[src/rtl/iob_cache_be_arbiter_pkg.sv]
// iob_cache_be_arbiter_pkg: shared policy codes and FSM state type for the back-end arbiter
package iob_cache_be_arbiter_pkg;
    localparam int ARB_RR = 0;
    localparam int ARB_FIXED = 1;
    typedef enum logic {IDLE, BUSY} state_t;
endpackage

[src/rtl/iob_cache_be_arbiter_rr_sel.sv]
// iob_cache_be_arbiter_rr_sel: picks the first request at or after prio, wrapping; prio=0 gives fixed priority
module iob_cache_be_arbiter_rr_sel #(
    parameter int N_MASTERS = 2,
    parameter int NM_W = $clog2(N_MASTERS)
) (
    input  logic [N_MASTERS-1:0] req,
    input  logic [NM_W-1:0]      prio,
    output logic [NM_W-1:0]      winner,
    output logic                 any
);
    logic [NM_W-1:0] lo, hi;
    logic hit;
    // lo: lowest request overall (the wrapped pick); hi: lowest request at or above prio
    always_comb begin
        lo = '0;
        hi = '0;
        hit = 1'b0;
        for (int i = N_MASTERS - 1; i >= 0; i--) begin
            lo = req[i] ? NM_W'(i) : lo;
            if (req[i] && i >= int'(prio)) begin
                hi = NM_W'(i);
                hit = 1'b1;
            end
        end
        winner = hit ? hi : lo;
        any = |req;
    end
endmodule

[src/rtl/iob_cache_be_arbiter.sv]
// iob_cache_be_arbiter: shares one native back-end memory port between N_MASTERS cache back-ends,
// one transaction at a time, with round-robin or fixed-priority arbitration.
module iob_cache_be_arbiter
    import iob_cache_be_arbiter_pkg::*;
#(
    parameter int N_MASTERS = 2,
    parameter int ADDR_W = 32,
    parameter int DATA_W = 32,
    parameter int ARB_POLICY = ARB_RR,
    parameter int NM_W = $clog2(N_MASTERS)
) (
    input  logic                            clk,
    input  logic                            reset,
    input  logic [N_MASTERS-1:0]            m_valid,
    input  logic [N_MASTERS*ADDR_W-1:0]     m_addr,
    input  logic [N_MASTERS*DATA_W-1:0]     m_wdata,
    input  logic [N_MASTERS*DATA_W/8-1:0]   m_wstrb,
    output logic [N_MASTERS*DATA_W-1:0]     m_rdata,
    output logic [N_MASTERS-1:0]            m_ready,
    output logic                            mem_valid,
    output logic [ADDR_W-1:0]               mem_addr,
    output logic [DATA_W-1:0]               mem_wdata,
    output logic [DATA_W/8-1:0]             mem_wstrb,
    input  logic [DATA_W-1:0]               mem_rdata,
    input  logic                            mem_ready
);
    state_t state;
    logic [NM_W-1:0] grant, prio, sel_prio, winner;
    logic any, busy;
    logic [ADDR_W-1:0] addr_a [N_MASTERS];
    logic [DATA_W-1:0] wdata_a [N_MASTERS];
    logic [DATA_W/8-1:0] wstrb_a [N_MASTERS];

    for (genvar i = 0; i < N_MASTERS; i++) begin : g_slice
        assign addr_a[i] = m_addr[i*ADDR_W +: ADDR_W];
        assign wdata_a[i] = m_wdata[i*DATA_W +: DATA_W];
        assign wstrb_a[i] = m_wstrb[i*DATA_W/8 +: DATA_W/8];
    end

    assign sel_prio = (ARB_POLICY == ARB_FIXED) ? '0 : prio;

    iob_cache_be_arbiter_rr_sel #(.N_MASTERS(N_MASTERS), .NM_W(NM_W)) u_sel (
        .req(m_valid),
        .prio(sel_prio),
        .winner(winner),
        .any(any)
    );

    assign busy = state == BUSY;
    assign mem_valid = busy && m_valid[grant];
    assign mem_addr = busy ? addr_a[grant] : '0;
    assign mem_wdata = busy ? wdata_a[grant] : '0;
    assign mem_wstrb = busy ? wstrb_a[grant] : '0;
    assign m_ready = busy ? N_MASTERS'(mem_ready) << grant : '0;
    assign m_rdata = {N_MASTERS{mem_rdata}};

    // wrap compares against N_MASTERS-1 so non-power-of-2 counts stay in range
    always_ff @(posedge clk or posedge reset) begin
        if (reset) begin
            state <= IDLE;
            grant <= '0;
            prio <= '0;
        end else if (state == IDLE) begin
            if (any) begin
                grant <= winner;
                state <= BUSY;
            end
        end else if (mem_ready) begin
            state <= IDLE;
            if (ARB_POLICY == ARB_RR) prio <= (grant == NM_W'(N_MASTERS - 1)) ? '0 : grant + NM_W'(1);
        end else if (!m_valid[grant]) begin
            state <= IDLE;
        end
    end
endmodule
[config.mk]
export PLATFORM = sky130hd
export DESIGN_NAME = iob_cache_be_arbiter
export DESIGN_NICKNAME = d
export VERILOG_FILES = /design/src/rtl/iob_cache_be_arbiter_pkg.sv /design/src/rtl/iob_cache_be_arbiter_rr_sel.sv /design/src/rtl/iob_cache_be_arbiter.sv
export SDC_FILE = /design/constraint.sdc
export NUM_CORES = 1
export LEC_CHECK = 0
export CORE_AREA = 2 2 119 121
export DETAILED_ROUTE_END_ITERATION = 7
export DIE_AREA = 0 0 121 123
export SLEW_MARGIN = 20
export SYNTH_ARGS = -nofsm -noshare
export SYNTH_HDL_FRONTEND = slang
export SYNTH_SLANG_ARGS = --single-unit
[constraint.sdc]
create_clock -name clk -period 1.6 [get_ports clk]
set_input_delay 0.16 -clock clk [delete_from_list [all_inputs] [get_ports clk]]
set_output_delay 0.16 -clock clk [all_outputs]
set_load 0.01 [all_outputs]
==> results of run 1 <==
## flip-flops by register name (all words and copies together), names as in the netlist
| register | count |
|---|---|
| busy | 1 |
| grant | 1 |
| prio | 1 |
## per-layer routing
| metal | vias to the layer above | part of all wire | global-route usage |
|---|---|---|---|
| met2 | 118 | 0.53 | 0.202 |
| met4 | 0 | 0.038 | 0.0465 |
| met5 | - | 0 | 0 |
| met3 | 45 | 0.10 | 0.0281 |
| met1 | 932 | 0.34 | 0.104 |
| li1 | 1017 | - | - |
## power by group
group          switching, uW  total [uW]  leakage [uW]  internal (uW)
combinational           1700        3980       0.00169           2280
clock                   75.5         405     0.0000382            329
sequential              46.6         165     0.0000322            119
total                   1820        4550       0.00176           2730
## what timing repair did
action | in CTS | in global routing
setup buffers | 3 | 0
gates resized for setup | 292 | 3
setup endpoints to repair | 71 | 53
gates cloned | 5 | 4
hold endpoints to repair | 0 | 0
hold buffers | 0 | 0
## per-stage QoR
stage          instance area [um^2]  setup slack [ps]  std cells
2_1_floorplan                  1880               488        233
3_3_place_gp                   3710              -102        552
3_5_place_dp                   3710              -123        552
4_1_cts                        3650             -43.8        564
5_1_grt                        3750             -58.4        568
6_report                       3750             -7.67        568
## path summary, 6_finish.rpt
path,startpoint,endpoint,slack (ps),cells past startpoint
worst min register to register,prio,prio,510,2
max in group asynchronous,reset,grant,1340,2
worst min-delay path,reset,grant,110,2
min in group clk,mem_rdata[0],m_rdata[0],320,0
worst max-delay path,grant,mem_wdata[21],-8,5
worst max register to register,grant,busy,230,5
## synthesized netlist by cell type
cell / instances
a21oi_1: 1
a2bb2oi_1: 1
and3_1: 1
buf_2: 1
buf_4: 64
buf_6: 2
buf_8: 6
clkbuf_1: 6
clkbuf_2: 1
dfrtp_1: 3
inv_1: 1
mux2i_1: 69
nand2_1: 2
nor2_1: 3
nor2b_1: 71
o22ai_1: 1
## cell type report
type                            count  area [um^2]  area share
Clock buffer                        4         78.8      0.0210
Inverter                            1         3.75     0.00100
Multi-Input combinational cell    149         1190       0.318
Sequential cell                     3         80.1      0.0213
Tap cell                          180          225      0.0600
Timing Repair Buffer              231         2170       0.578
## kinds of logic (layout without fill, tap and decap cells)
kind of cell	after synthesis	count (layout)	share of synthesized area
and+or+nand+nor	77	77	0.249
muxes	69	69	0.367
buffers and inverters	81	236	0.334
AOI/OAI and AO/OA	3	3	0.0106
DFF	3	3	0.0398
## worst max-delay path, delay by kind of cell (launching register included)
family,cells,cell delay (ps)
muxes,1,150
DFF,1,500
buffers and inverters,3,450
and+or+nand+nor,1,110
==> qor.yml, run 1 <==
status:
  status: "finished with violations"
  violations: "setup timing"
worst_setup_path:
  cpPeakStageDelay_ps: 500
  crit_path_max_fanout: 9
  crit_type: "flip-flop to output pin"
  crit_required_ps: 1440
  start_kind: "flip-flop"
  worst_setup_path_end_kind: "output pin"
  crit_chain: "buf_12 > buf_16 > mux2i_2 > nor2b_1 > buf_2"
  cp_slowest_cell: "dfrtp_4"
  worstPathArrival_ps: 1450
yosys:
  synth_top_area_share: 0.367
  ys.warnings.count: 0
  synth_area_um2: 1880
  syn_nets: 406
  yosys.area.top_type: "mux2i_1"
  yosys_register_bits: 3
  synth_area_per_cell_um2: 8.09
  ys_types: 16
  syn_inst: 233
  ys_seq_area_frac: 0.0398
  synthTopCellsByArea: "mux2i_1 37%, buf_4 25%, nor2b_1 24%, buf_8 4.8%, dfrtp_1 4.0%"
final_layout:
  area_growth_pct: 99.2
  fill_cells: 1473
  layout_commonest_cell: "clkdlybuf4s50_1"
  drive_above_1_share: 0.258
  fin_util: 0.276
  most-common-layout-cells: "140 x clkdlybuf4s50_1, 71 x nor2b_1, 70 x buf_2"
  finalNetCount: 562
  diodes: 0
route:
  wl_mm: 8.97
  num_vias: 2112
  drc: 0
  dr.pass1.iters: 3
  viasPerCell: 3.72
  ant_nets: 0
  wl_per_cell_um: 15.8
  drt_iter0_drc: 36
global_routing:
  grt_max_degree: 43
  grt_pass1_wl_mm: 12.1
  grt_overflow: 0
  grt_pass1_vias: 2288
  grt_antenna_before_repair: 0
  grt_usage: 0.105
timing:
  grt_setup_unrepaired: "yes"
  finalWorstSetupSlack_ps: -7.67
  slew_headroom: 0.859
  max_freq_mhz: 622
  tightest_slew_ps: 211
  skew_ps: 0.108
  hold_viol_final: 0
  hold_slack_ps: 110
  setup_viol: 3
  finalCriticalPeriod_ps: 1610
  fin_crit_sh: 1.00
  fin_tns_setup_ps: -20.5
  final-max-slew-violation-count: 0
cts:
  clock_sinks: 3
  numCtsBuffers: 3
  cts_tree: "yes"
  htree_levels: 1
  clockRootBuffer: "clkbuf_16"
  cts.reportedPaths.clkPinSlew_ps: 30
  cts_buffer_depth: 2
  clk-insertion-delay-late_ps: 230
place:
  portBuffers: 211
  place_congestion: 0.711
  dp_hpwl_mm: 6.47
floorplan:
  std_cell_rows: 43
  ios: 308
  die_y_um: 123
  die_area_um2: 14900
  initial_utilization: 0.138
  core_area_um2: 13600
  die_x_um: 121
run:
  cap_violations: 0
power_and_ir_drop:
  power_uw: 4550
  leakage_uw: 0.00176
  p_per_area_nw_per_um2: 1210
  irDropWorstVdd_mv: 0.446
min_path:
  hold_class: "primary input to async pin"
Note: power is estimated with default switching activity, not from simulation.
==> run 2: changes to the inputs <==
--- a/config.mk
+++ b/config.mk
@@ -5,9 +5,11 @@
 export SDC_FILE = /design/constraint.sdc
 export NUM_CORES = 1
 export LEC_CHECK = 0
-export CORE_AREA = 2 2 119 121
+export CORE_AREA = 2 2 120 122
+export CTS_BUF_LIST = sky130_fd_sc_hd__clkbuf_2 sky130_fd_sc_hd__clkbuf_4 sky130_fd_sc_hd__clkbuf_8
+export CTS_CLUSTER_DIAMETER = 50
 export DETAILED_ROUTE_END_ITERATION = 7
-export DIE_AREA = 0 0 121 123
+export DIE_AREA = 0 0 122 124
 export SLEW_MARGIN = 20
 export SYNTH_ARGS = -nofsm -noshare
 export SYNTH_HDL_FRONTEND = slang
==> run 2 against run 1 <==
Compared with the run above:
- wire length fell by 5.4%
- combinational power rose by 6.8%
- the flow still finishes with violations (setup timing)
- fmax fell by 6.7%
- clock power fell by 42%
- register-to-register slack got worse by 40 ps
- critical path type unchanged
- largest power group unchanged
- die area rose by 1.6%
- via count rose by 3.1%
- hold slack improved by 10 ps
- core utilization rose by 0.64 points
- sequential power rose by 31%
- cell count rose by 2.5%
- highest routed layer unchanged
- flip-flop and latch count did not move
==> qor.yml, run 2 (synthesis gave the netlist of run 1 again) <==
cts:
  clk-insertion-delay-late_ps: 220  # about the same
  htree_levels: 1  # unchanged
  cts_buffer_depth: 2  # unchanged
  clockRootBuffer: "clkbuf_8"
  clock_sinks: 3  # unchanged
  cts_tree: "yes"
  cts.reportedPaths.clkPinSlew_ps: 30  # about the same
  holdBufCountCts: 0  # unchanged
  numCtsBuffers: 3  # unchanged
global_routing:
  grt_usage: 0.102  # -0.00273
  grt_antenna_before_repair: 0  # unchanged
  grt_max_degree: 38  # -12%
  grt_pass1_wl_mm: 11.9  # -1.4%
  grt_overflow: 0  # unchanged
  grt_pass1_vias: 2282  # -0.26%
final_layout:
  fin_util: 0.282  # +0.00641
  final_cell_area_um2: 3870  # +3.1%
  finalNetCount: 576  # +2.5%
  drive_above_1_share: 0.286  # +0.0283
  most-common-layout-cells: "141 x clkdlybuf4s50_1, 71 x nor2b_1, 69 x buf_2"
  diodes: 0  # unchanged
  layout_commonest_cell: "clkdlybuf4s50_1"
  area_growth_pct: 105
run:
  cap_violations: 0  # unchanged
min_path:
  hold_class: "primary input to async pin"
worst_setup_path:
  r2r_cells: 5  # unchanged
  worst_setup_path_end_kind: "output pin"
  crit_required_ps: 1440  # about the same
  crit_type: "flip-flop to output pin"
  crit_path_max_fanout: 6  # -3
  start_kind: "flip-flop"
  worstPathArrival_ps: 1560  # +110 ps
route:
  dr.pass1.iters: 2  # -1
  wl_mm: 8.48  # -5.4%
  viasPerCell: 3.74  # +0.64%
  ant_nets: 0  # unchanged
  drt_iter0_drc: 23  # -36%
  wl_per_cell_um: 14.6  # -7.7%
  drc: 0  # unchanged
  num_vias: 2178  # +3.1%
power_and_ir_drop:
  power_uw: 4700  # +3.2%
  leakage_uw: 0.00182  # +3.1%
  power.switching_uw: 1840  # +0.78%
  sw_frac_of_total: 0.391  # -0.00925
  p_int_uw: 2860  # +4.8%
  clockPowerShare: 0.050  # -0.039
  irDropWorstVdd_mv: 0.390  # -13%
  seqPwrFrac: 0.046  # +0.010
  p_per_area_nw_per_um2: 1210  # about the same
  pwr-share-comb: 0.904  # +0.029
place:
  dp_hpwl_mm: 6.20  # -4.1%
  place_congestion: 0.712  # +0.11%
  place_ws_ps: -214  # -91.1 ps
  portBuffers: 211  # unchanged
  dpl_cell_area_um2: 3710  # unchanged
floorplan:
  core_area_um2: 13700  # +0.79%
  std_cell_rows: 43  # unchanged
  die_y_um: 124  # +0.81%
  die_area_um2: 15100  # +1.6%
  die_x_um: 122  # +0.83%
  initial_utilization: 0.137  # -0.00109
  ios: 308  # unchanged
timing:
  fin_crit_sh: 1.08  # +0.0725
  setup_viol: 54  # +51
  final-max-slew-violation-count: 0  # unchanged
  finalCriticalPeriod_ps: 1720  # +116 ps
  max_freq_mhz: 580  # -6.7%
  finalWorstSetupSlack_ps: -124  # -116 ps
  tightest_slew_ps: 176  # -35.3 ps
  skew_ps: 1.05  # +0.944 ps
  hold_slack_ps: 120  # +10.4 ps
  slew_headroom: 0.880  # +0.0208
  grt_setup_unrepaired: "yes"
  hold_viol_final: 0  # unchanged
status:
  status: "finished with violations"
  violations: "setup timing"
run 2: cell count changes in the layout (fill, tap and decap cells not counted), sizes merged:
cell	before	now
clkbuf	9	5
clkdlybuf4s50	140	141
buf	86	103
run 2: path summary, 6_finish.rpt:
kind | start | to | slack, ps
max in group asynchronous | reset | grant | 1330
worst max register to register | grant | busy | 190
worst min register to register | prio | prio | 500
min in group clk | mem_rdata[21] | m_rdata[21] | 320
worst min-delay path | reset | grant | 120
worst max-delay path | grant | mem_wdata[7] | -120
run 2: through the flow:
step	instances	setup TNS, ps
global placement	552	-5210
detailed placement	552	-6500
floorplan	233	0
CTS	581	-2940
finish	582	-1820
global route	582	-5540
run 2: critical path, cell delays in order, from the launching register on:
cell and delay (ps):
dfrtp_4 560, buf_12 190, buf_16 140, buf_12 120, mux2i_1 100, nor2b_1 100
buf_2 130
run 2: final cells by class:
class / count / area [um^2]
sequential: 3 / 80.1
clock buffer: 4 / 48.8
multi-input combinational: 149 / 1210
inverter: 1 / 3.75
tap: 180 / 225
fill: 1485 / 9850
timing repair buffer: 245 / 2310
run 2: power by group through the flow:
stage	clock, uW	sequential, uW	combinational (uW)
after floorplan	0	122	2180
after global placement	0	171	3490
after detailed placement	0	175	3510
after CTS	242	220	4290
after global routing	256	224	4550
final	236	216	4250
run 2: timing repair:
action | 4_1_cts | 5_1_grt
gates resized for setup | 309 | 6
hold endpoints to repair | 0 | 0
pin swaps | 0 | 0
gates cloned | 5 | 0
endpoints found under the setup margin | 71 | 67
buffers inserted | 20 | 1
run 2: per-layer routing:
metal  up-vias  global-route usage  wire [um]  share of wire
li1       1038                   -          -              -
met1       960              0.0995       2780           0.33
met2       129               0.198       4440           0.52
met3        51              0.0238        871           0.10
met4         0              0.0539        385          0.045
met5         -                   0          0              0
